[src/rtl/commit_trace_fifo.sv]
// Commit trace FIFO: captures retired-instruction records into a circular buffer and drains them over valid/ready.
// Optional macro TRACE_FILTER_NOP_EN suppresses capture of canonical NOPs and bubbles.
module commit_trace_fifo #(
  parameter int XLEN  = 32,
  parameter int DEPTH = 16,
  parameter int SEQ_W = 16
) (
  input  logic                     clk_i,
  input  logic                     rstn_i,
  input  logic                     enable_i,
  input  logic                     clear_i,
  input  logic                     stall_i,
  input  logic [XLEN-1:0]          pc_i,
  input  logic [XLEN-1:0]          instr_i,
  input  logic [4:0]               reg_addr_i,
  input  logic [XLEN-1:0]          reg_data_i,
  output logic                     trace_valid_o,
  input  logic                     trace_ready_i,
  output logic [XLEN-1:0]          trace_pc_o,
  output logic [XLEN-1:0]          trace_instr_o,
  output logic [4:0]               trace_rd_addr_o,
  output logic [XLEN-1:0]          trace_rd_data_o,
  output logic [SEQ_W-1:0]         trace_seq_o,
  output logic [$clog2(DEPTH):0]   count_o,
  output logic                     overflow_o,
  output logic [SEQ_W-1:0]         drop_cnt_o
);

  localparam int PTR_W = $clog2(DEPTH);
  localparam int CNT_W = PTR_W + 1;

  logic [XLEN-1:0]  pc_mem    [DEPTH];
  logic [XLEN-1:0]  instr_mem [DEPTH];
  logic [4:0]       rd_mem    [DEPTH];
  logic [XLEN-1:0]  data_mem  [DEPTH];
  logic [SEQ_W-1:0] seq_mem   [DEPTH];

  logic [PTR_W-1:0] wr_ptr;
  logic [PTR_W-1:0] rd_ptr;
  logic [PTR_W-1:0] rd_next;
  logic [CNT_W-1:0] count;
  logic [CNT_W-1:0] count_next;
  logic [SEQ_W-1:0] seq;
  logic [SEQ_W-1:0] drop_cnt;
  logic             overflow;
  logic             commit;
  logic             full;
  logic             pop;
  logic             push;
  logic             drop;
  logic             head_hit;

  always_comb begin
    commit = enable_i & ~stall_i;
`ifdef TRACE_FILTER_NOP_EN
    commit = commit & (instr_i != XLEN'('h13)) & (instr_i != '0);
`endif
    full     = (count == CNT_W'(DEPTH));
    pop      = trace_valid_o & trace_ready_i;
    push     = commit & (~full | pop);
    drop     = commit & full & ~pop;
    rd_next  = rd_ptr + PTR_W'(pop);
    count_next = count;
    if (push && !pop) begin
      count_next = count + CNT_W'(1);
    end else if (pop && !push) begin
      count_next = count - CNT_W'(1);
    end
    // The next head slot is being written this cycle (push into empty, or push+pop at count 1)
    head_hit = push & (wr_ptr == rd_next);
  end

  always_ff @(posedge clk_i) begin
    if (rstn_i && push) begin
      pc_mem[wr_ptr]    <= pc_i;
      instr_mem[wr_ptr] <= instr_i;
      rd_mem[wr_ptr]    <= reg_addr_i;
      data_mem[wr_ptr]  <= reg_data_i;
      seq_mem[wr_ptr]   <= seq;
    end
  end

  always_ff @(posedge clk_i) begin
    if (!rstn_i) begin
      wr_ptr          <= '0;
      rd_ptr          <= '0;
      count           <= '0;
      seq             <= '0;
      overflow        <= 1'b0;
      drop_cnt        <= '0;
      trace_pc_o      <= '0;
      trace_instr_o   <= '0;
      trace_rd_addr_o <= '0;
      trace_rd_data_o <= '0;
      trace_seq_o     <= '0;
    end else begin
      if (push) begin
        wr_ptr <= wr_ptr + PTR_W'(1);
      end
      rd_ptr <= rd_next;
      count  <= count_next;
      // Dropped commits still consume a sequence number so the gap is visible downstream
      if (commit) begin
        seq <= seq + SEQ_W'(1);
      end
      if (drop) begin
        overflow <= 1'b1;
        if (clear_i) begin
          drop_cnt <= SEQ_W'(1);
        end else if (drop_cnt != '1) begin
          drop_cnt <= drop_cnt + SEQ_W'(1);
        end
      end else if (clear_i) begin
        overflow <= 1'b0;
        drop_cnt <= '0;
      end
      if (count_next != '0) begin
        if (head_hit) begin
          trace_pc_o      <= pc_i;
          trace_instr_o   <= instr_i;
          trace_rd_addr_o <= reg_addr_i;
          trace_rd_data_o <= reg_data_i;
          trace_seq_o     <= seq;
        end else begin
          trace_pc_o      <= pc_mem[rd_next];
          trace_instr_o   <= instr_mem[rd_next];
          trace_rd_addr_o <= rd_mem[rd_next];
          trace_rd_data_o <= data_mem[rd_next];
          trace_seq_o     <= seq_mem[rd_next];
        end
      end
    end
  end

  assign trace_valid_o = (count != '0);
  assign count_o       = count;
  assign overflow_o    = overflow;
  assign drop_cnt_o    = drop_cnt;

endmodule

[config.mk]
export PLATFORM = sky130hd
export DESIGN_NAME = commit_trace_fifo
export DESIGN_NICKNAME = d
export VERILOG_FILES = /design/src/rtl/commit_trace_fifo.sv
export SDC_FILE = /design/constraint.sdc
export NUM_CORES = 2
export LEC_CHECK = 0
export CORE_AREA = 2 2 299 596
export DETAILED_ROUTE_END_ITERATION = 10
export DIE_AREA = 0 0 301 598
export PLACE_DENSITY = 0.63
export RECOVER_POWER = 50
export SLEW_MARGIN = 10
export SYNTH_ARGS = -nofsm -noshare
export SYNTH_HDL_FRONTEND = slang
export SYNTH_SLANG_ARGS = --single-unit
[constraint.sdc]
create_clock -name clk_i -period 5 [get_ports clk_i]
set_input_delay 1 -clock clk_i [delete_from_list [all_inputs] [get_ports clk_i]]
set_output_delay 1 -clock clk_i [all_outputs]
set_load 0.1 [all_outputs]
==> flow_metrics.tcl <==
set metrics [dict create \
    status "complete, but fails checks" \
    violations "capacitance limit, slew limit" \
    seq_area_frac_synth 0.757 \
    register_area_sq_mm 0.0595 \
    synth_edf_count 1872 \
    synth_area_per_cell_sq_um 18.7 \
    combPwrFrac 0.358 \
    postcts_resize_cnt 0 \
    crit_cells 6 \
    yosysUniqueCellTypes 52 \
    rows 218 \
    final.period_utilization 0.893 \
    p_leak_nw 28.1 \
    clk_pin_slew_worst_paths_ns 0.06 \
    cellInternalPower_w 0.0342 \
    power.density_mw_per_mm2 570 \
    remaining_drc_errors 0 \
    synthArstFlopShare 0 \
    grt_setup_unrepaired "no" \
    gr-usage-all-layers 0.227 \
    period_minus_slack_ns 4.47 \
    place_congestion 0.756 \
    cts_setup_buffers 0 \
    switching_share_of_power 0.339 \
    max-clock-path-buffers 4 \
    via_count_of_the_first_global_routing_pass 42966 \
    antenna_found_initial 32 \
    routed-via-count 41963 \
    postLayoutSetupSlackWorst_ns 0.534 \
    detail_route.wirelength_um 205000 \
    grt_max_degree 139 \
    post_layout_utilization_of_the_core 0.515 \
    mappedNetlistNets 4315 \
    relSlewSlack -0.745 \
    drive_gt1_frac 0.194 \
    cts_hold_repair.buffers 0 \
    vdd.ir_drop.worst_mv 0.860 \
    multiInputGateArea_sq_mm 0.0181 \
    hold_viol 0 \
    fill_cells 14018 \
    antenna_violating_nets_post_route 0 \
    crit_fanout 21 \
    power.switching_w 0.0175 \
    worst_setup_path_start_kind "input pin" \
    r2r_end "data_mem[13][10]" \
    startpoint "enable_i" \
    max-cap-violations 5 \
    netlist_area_sq_mm 0.0786 \
    drt_first_iter_violations 4144 \
    setup.worst_path.class "input pin to flip-flop" \
    cp.required_ns 5.38 \
    finClkSkew_ns 0.0483 \
    hp-class "flip-flop to flip-flop" \
    achievable-frequency_mhz 224 \
    place_ws_ns 0.511 \
    worst_skew_pair.late_latency_ns 0.83 \
    pin_count 247 \
    core_area_sq_mm 0.176 \
    worst_slew_pin_slew_ns 2.62 \
    synthCells 4197 \
    synth.yosys.warnings 0 \
    hold_path_startpoint "overflow_o" \
    initial_core_util 0.447 \
    cts_tree "done" \
    dieArea_sq_mm 0.180 \
    report.final.slew_viol_count 296 \
    layout-area-overhead-vs-synth_pct 15.4 \
    path_cells "dlygate4sd3_1 > nand2b_1 > a21oi_1 > and4_1 > and2_0 > clkbuf_1" \
    synth_ff_type "edfxtp_1" \
    drt_pre_antenna_iters 7 \
    chipHeight_um 598 \
    max_stage_delay_ns 1.37 \
    place_hpwl_um 108000 \
    cts_htree_levels 4 \
    postSynthRegisterBits 2035 \
    reg2reg_slack_ns 0.55 \
    routed_wire_length_per_instance_um 29.5 \
    reg2reg_depth 7 \
    seq_power_share 0.378 \
    design.final.nets 4611 \
    cts-root-buf "clkbuf_16" \
    gr-total-overflow 0 \
    cts-buffers-inserted 178 \
    cp-end-kind "flip-flop" \
    cts_num_sinks 2035 \
    family_with_the_most_delay_on_the_worst_path "buffers and inverters" \
    timing.critical_path.slowest_stage_cell "clkbuf_1" \
    crit_end "data_mem[13][10]" \
    drt-vias-per-instance 6.04 \
    share_clk_of_total_power 0.264 \
    final-setup-viol-count 0 \
    io_buffer_count 246 \
    finalSetupTns_ns 0 \
    timing.rr.start "count_o[1]" \
    fp.dieW_um 301 \
    wire_length_of_the_first_global_routing_pass_um 298000 \
    arrival_time_worst_endpoint_ns 4.85 \
    worstPathBufferInverterCount 2 \
]
## worst min-delay path by stage
stage	cells after the start	slack, ns	end
final	2	0.51	overflow_o
after detailed placement	2	0.50	overflow_o
after global placement	2	0.49	overflow_o
after global routing	2	0.53	overflow_o
after CTS	2	0.51	overflow_o
after floorplan	2	0.60	trace_seq_o[15]
## flip-flops by register name, summed over array words and instances, names as in the netlist, 4 cells and up
name             cells
count_o              5
data_mem           512
drop_cnt_o          16
instr_mem          512
pc_mem             512
rd_mem              80
rd_ptr               4
seq                 16
seq_mem            256
trace_instr_o       32
trace_pc_o          32
trace_rd_addr_o      5
trace_rd_data_o     32
trace_seq_o         16
wr_ptr               4
## per-layer routing
metal,share of wire,global-route usage
met5,0.00056,0
met1,0.38,0.290
met3,0.070,0.0379
met2,0.52,0.400
met4,0.027,0.0641
## stage by stage
step	instances	power (W)	hold WS (ns)	area, sq um
2_1_floorplan	4197	0.0330	0.598	78600
3_3_place_gp	6623	0.0387	0.488	85100
3_5_place_dp	6623	0.0388	0.502	85100
4_1_cts	6940	0.0523	0.515	90800
5_1_grt	6943	0.0537	0.534	90700
6_report	6951	0.0517	0.513	90700
## synthesized netlist by cell type (2+ instances only)
library cell / n / share of area
nor2b_1: 6 / 0.00048
nor3_1: 6 / 0.00038
buf_1: 52 / 0.0025
nor2_1: 22 / 0.0011
o21ai_0: 11 / 0.00070
mux4_2: 468 / 0.13
a21boi_0: 9 / 0.00086
edfxtp_1: 1872 / 0.72
nand2b_1: 5 / 0.00040
buf_2: 28 / 0.0018
nand3_1: 134 / 0.0085
xnor2_1: 20 / 0.0022
nand2_1: 723 / 0.035
and2_1: 33 / 0.0026
o41ai_1: 117 / 0.013
a31oi_1: 118 / 0.0094
dfxtp_1: 163 / 0.042
inv_1: 8 / 0.00038
a21oi_1: 7 / 0.00045
o211ai_1: 118 / 0.011
buf_6: 4 / 0.00057
nor3b_1: 3 / 0.00029
or4_1: 2 / 0.00019
clkbuf_1: 194 / 0.0093
ha_1: 11 / 0.0018
nor4_1: 2 / 0.00016
or3_1: 11 / 0.00088
xor2_1: 13 / 0.0014
o21bai_1: 2 / 0.00019
nand4_1: 11 / 0.00088
and3_1: 3 / 0.00024
## cell usage in the layout, fill, tap and decap left out, types with 12 or more instances in the layout
cell type	n
dlygate4sd3_1	102
buf_12	79
clkdlybuf4s50_1	142
dfxtp_1	163
nand2_1	723
clkbuf_16	182
xnor2_1	17
and2_4	12
bufinv_16	12
clkinv_2	39
buf_4	60
edfxtp_1	1872
o211ai_1	118
clkinv_1	18
xor2_1	12
mux4_2	468
clkbuf_8	15
nor2_1	22
a31oi_1	118
nand3_1	134
clkbuf_1	46
o41ai_1	117
## power groups by stage
stage | Clock (W) | Combinational [W] | Sequential (W)
after floorplan | 0 | 0.0105 | 0.0225
final | 0.0136 | 0.0185 | 0.0196
after global routing | 0.0144 | 0.0197 | 0.0196
after CTS | 0.0139 | 0.0188 | 0.0196
after global placement | 0 | 0.0187 | 0.0200
after detailed placement | 0 | 0.0188 | 0.0200
## cell type report
class                   count  area share
diodes                     11    0.000304
clock buffers             239      0.0542
clock inverters            78     0.00777
inverters                   9    0.000373
multi-input cells        1875       0.199
flip-flops and latches   2035       0.656
well taps                2310      0.0319
repair buffers            394      0.0501
## cell families (layout without fill, tap and decap cells)
family | Yosys count | count (layout) | synth area share
DFF | 2035 | 2035 | 0.757
and+or+nand+nor | 969 | 969 | 0.0518
muxes | 468 | 468 | 0.134
AOI/OAI and AO/OA | 393 | 393 | 0.0371
buffers and inverters | 287 | 720 | 0.0145
xor gates and xnor gates | 33 | 33 | 0.00368
adders and majority gates | 12 | 12 | 0.00188
other | 0 | 11 | 0
## worst reg2reg max path, stage by stage, from the launching register on
cell and delay (ns):
dfxtp_1 0.48, inv_1 0.18, ha_1 0.29, nor3b_1 0.21, a21oi_1 0.72, and4_1 0.38, and2_0 0.36, clkbuf_1 1.37
Note: power is estimated with default switching activity, not from simulation.
==> RTL change (same settings) <==
`SEQ_W`: 16 -> 32.
--- a/src/rtl/commit_trace_fifo.sv
+++ b/src/rtl/commit_trace_fifo.sv
@@ -5,3 +5,3 @@
   parameter int DEPTH = 16,
-  parameter int SEQ_W = 16
+  parameter int SEQ_W = 32
 ) (
Ports: changed (resized drop_cnt_o and trace_seq_o); port bits go from 247 to 279. The function was not compared with the original's and may differ.
==> RTL change against the unedited design <==
The flow still finishes with violations (capacitance limit, slew limit). Utilization rose by 7.5 points. Setup slack got worse by 0.16 ns. Area after synthesis rose by 15%. Sequential cell count rose by 304. Total power rose by 18%. Combinational power rose by 24%. Routed wire length rose by 10%. Design area rose by 15%. Worst hold slack got worse by 0.0040 ns. Critical path type unchanged. Highest routed layer unchanged.
==> RTL change: results (changes against the unedited design) <==
stage;metric;value;unit;change
detailed_routing;highest routed layer;met5;;
power;Comb pwr share;37.6;%;+1.8 points
power;P_int;39.96;mW;+17%
critical_path;delay-heaviest family, CP;simple AND/OR/NAND/NOR gates;;
cts;clock latency on the worst-skew pair;0.86;ns;+0.03 ns
detailed_routing;via count;46576;;+11%
synth;Synth Area in Compound Gates;5.576;%;+1.9 points
global_routing;met1 Usage GRT;32.80;%;+3.8 points
timing;Slew Limit Fails;124;;-58%
finish;Filler Cells Inserted;12869;;-8.2%
placement;PortBufs;278;;+13%
synth;Synth top cells by count;edfxtp_1, mux4_2, a211oi_1;;
synth;post-synthesis sequential area ratio;75.15;%;-0.54 points
critical_path;critical path data arrival time;5.11;ns;+0.26 ns
critical_path;worst r2r path cells;14;;+7
synth;number of synthesized flops with an enable pin;2128;;+14%
placement;placed insts;6934;;+4.7%
global_routing;initial antenna violation count;34;;+6.3%
detailed_routing;initial drt markers;3941;;-4.9%
power;P_leak;31.57;nW;+13%
min_path;Hold Crit Class;flop to flop;;
global_routing;All-Layer GR Usage;25.17;%;+2.4 points
detailed_routing;DRT met1 WL;88.00;mm;+12%
power;Sequential Power;22.3;mW;+14%
synth;Synth Net Count;4614;;+6.9%
timing;measured slew at the worst slew-check pin;2.052;ns;-0.5647 ns
critical_path;end of the worst register-to-register path;trace_instr_o[23];;
cts;TritonCTS buffer count;203;;+14%
detailed_routing;Routed Wire Length;225.8;mm;+10%
run_status;status;finished with violations;;
placement;dpl ws;0.4840;ns;-0.02659 ns
global_routing;vias in the first global route;48458;;+13%
detailed_routing;1st-pass router iterations;5;;-2
min_path;hold_sp;drop_cnt_o[1];;
placement;Cell Area, Placed;0.09751;sq mm;+15%
synth;top post-synthesis cells by area;edfxtp_1, mux4_2, dfxtp_1;;
finish;Nets;4947;;+7.3%
detailed_routing;met2 wire len;117.6;mm;+10%
detailed_routing;vias per cell;6.370;;+5.5%
run_status;failing checks;capacitance limit, slew limit;;
detailed_routing;DR WL met3;14.50;mm;+0.87%
job;MaxCap Viol Count;3;;-2
power;worst vdd ir;718.0;uV;-17%
global_routing;met3 usage;4.007;%;+0.22 points
timing;clock skew;0.03744;ns;-0.01086 ns
power;power per cell area;585.5;mW/mm^2;+2.7%
min_path;hold endpoint;drop_cnt_o[1];;
synth;Primary FF master, synth;edfxtp_1;;
timing;hold_ws;0.5091;ns;-0.003987 ns
synth;Synth Area in Adders;0.1629;%;-0.025 points
global_routing;first-pass GRT wire length;330.1;mm;+11%
finish;fraction of layout cells with a size suffix above 1;21.59;%;+2.2 points
global_routing;met2 usage;44.09;%;+4.1 points
critical_path;crit-path max FO;13;;-38%
placement;HPWL after detailed placement;117.9;mm;+9.3%
synth;post-synth cell types;58;;+12%
global_routing;pin count of the biggest net entering global routing;92;;-34%
synth;multiplexer share of the synthesized area;14.69;%;+1.3 points
RTL change: changes by cell type after synthesis, sizes merged, moves of 34 or more:
cell	unedited run	this run
mux4	468	532
a211oi	1	269
nor2b	6	136
clkbuf	194	234
nand2	723	41
dfxtp	163	211
a21oi	8	278
o211ai	118	2
a31oi	118	2
nor2	22	85
mux2i	0	133
nand3	134	30
edfxtp	1872	2128
xor2	13	47
RTL change: tightest hold or removal path, stage by stage (launching register included):
cell,delay (ns)
dfxtp_1,0.34
nand2b_1,0.08
a21oi_1,0.05
RTL change: per-stage QoR:
stage               util (%)   TNS, ns
floorplan                  -  -1265.34
global placement       55.43         0
detailed placement     55.43         0
CTS                    59.11         0
global route           59.02         0
finish                 59.03         0
RTL change: final cells by class:
type,count,area share (%)
flip-flops and latches,2339,65.60
diodes,9,0.02169
clock buffers,278,5.467
repair buffers,438,4.689
multi-input cells,1839,20.63
inverters,8,0.02891
well taps,2310,2.783
clock inverters,91,0.7795
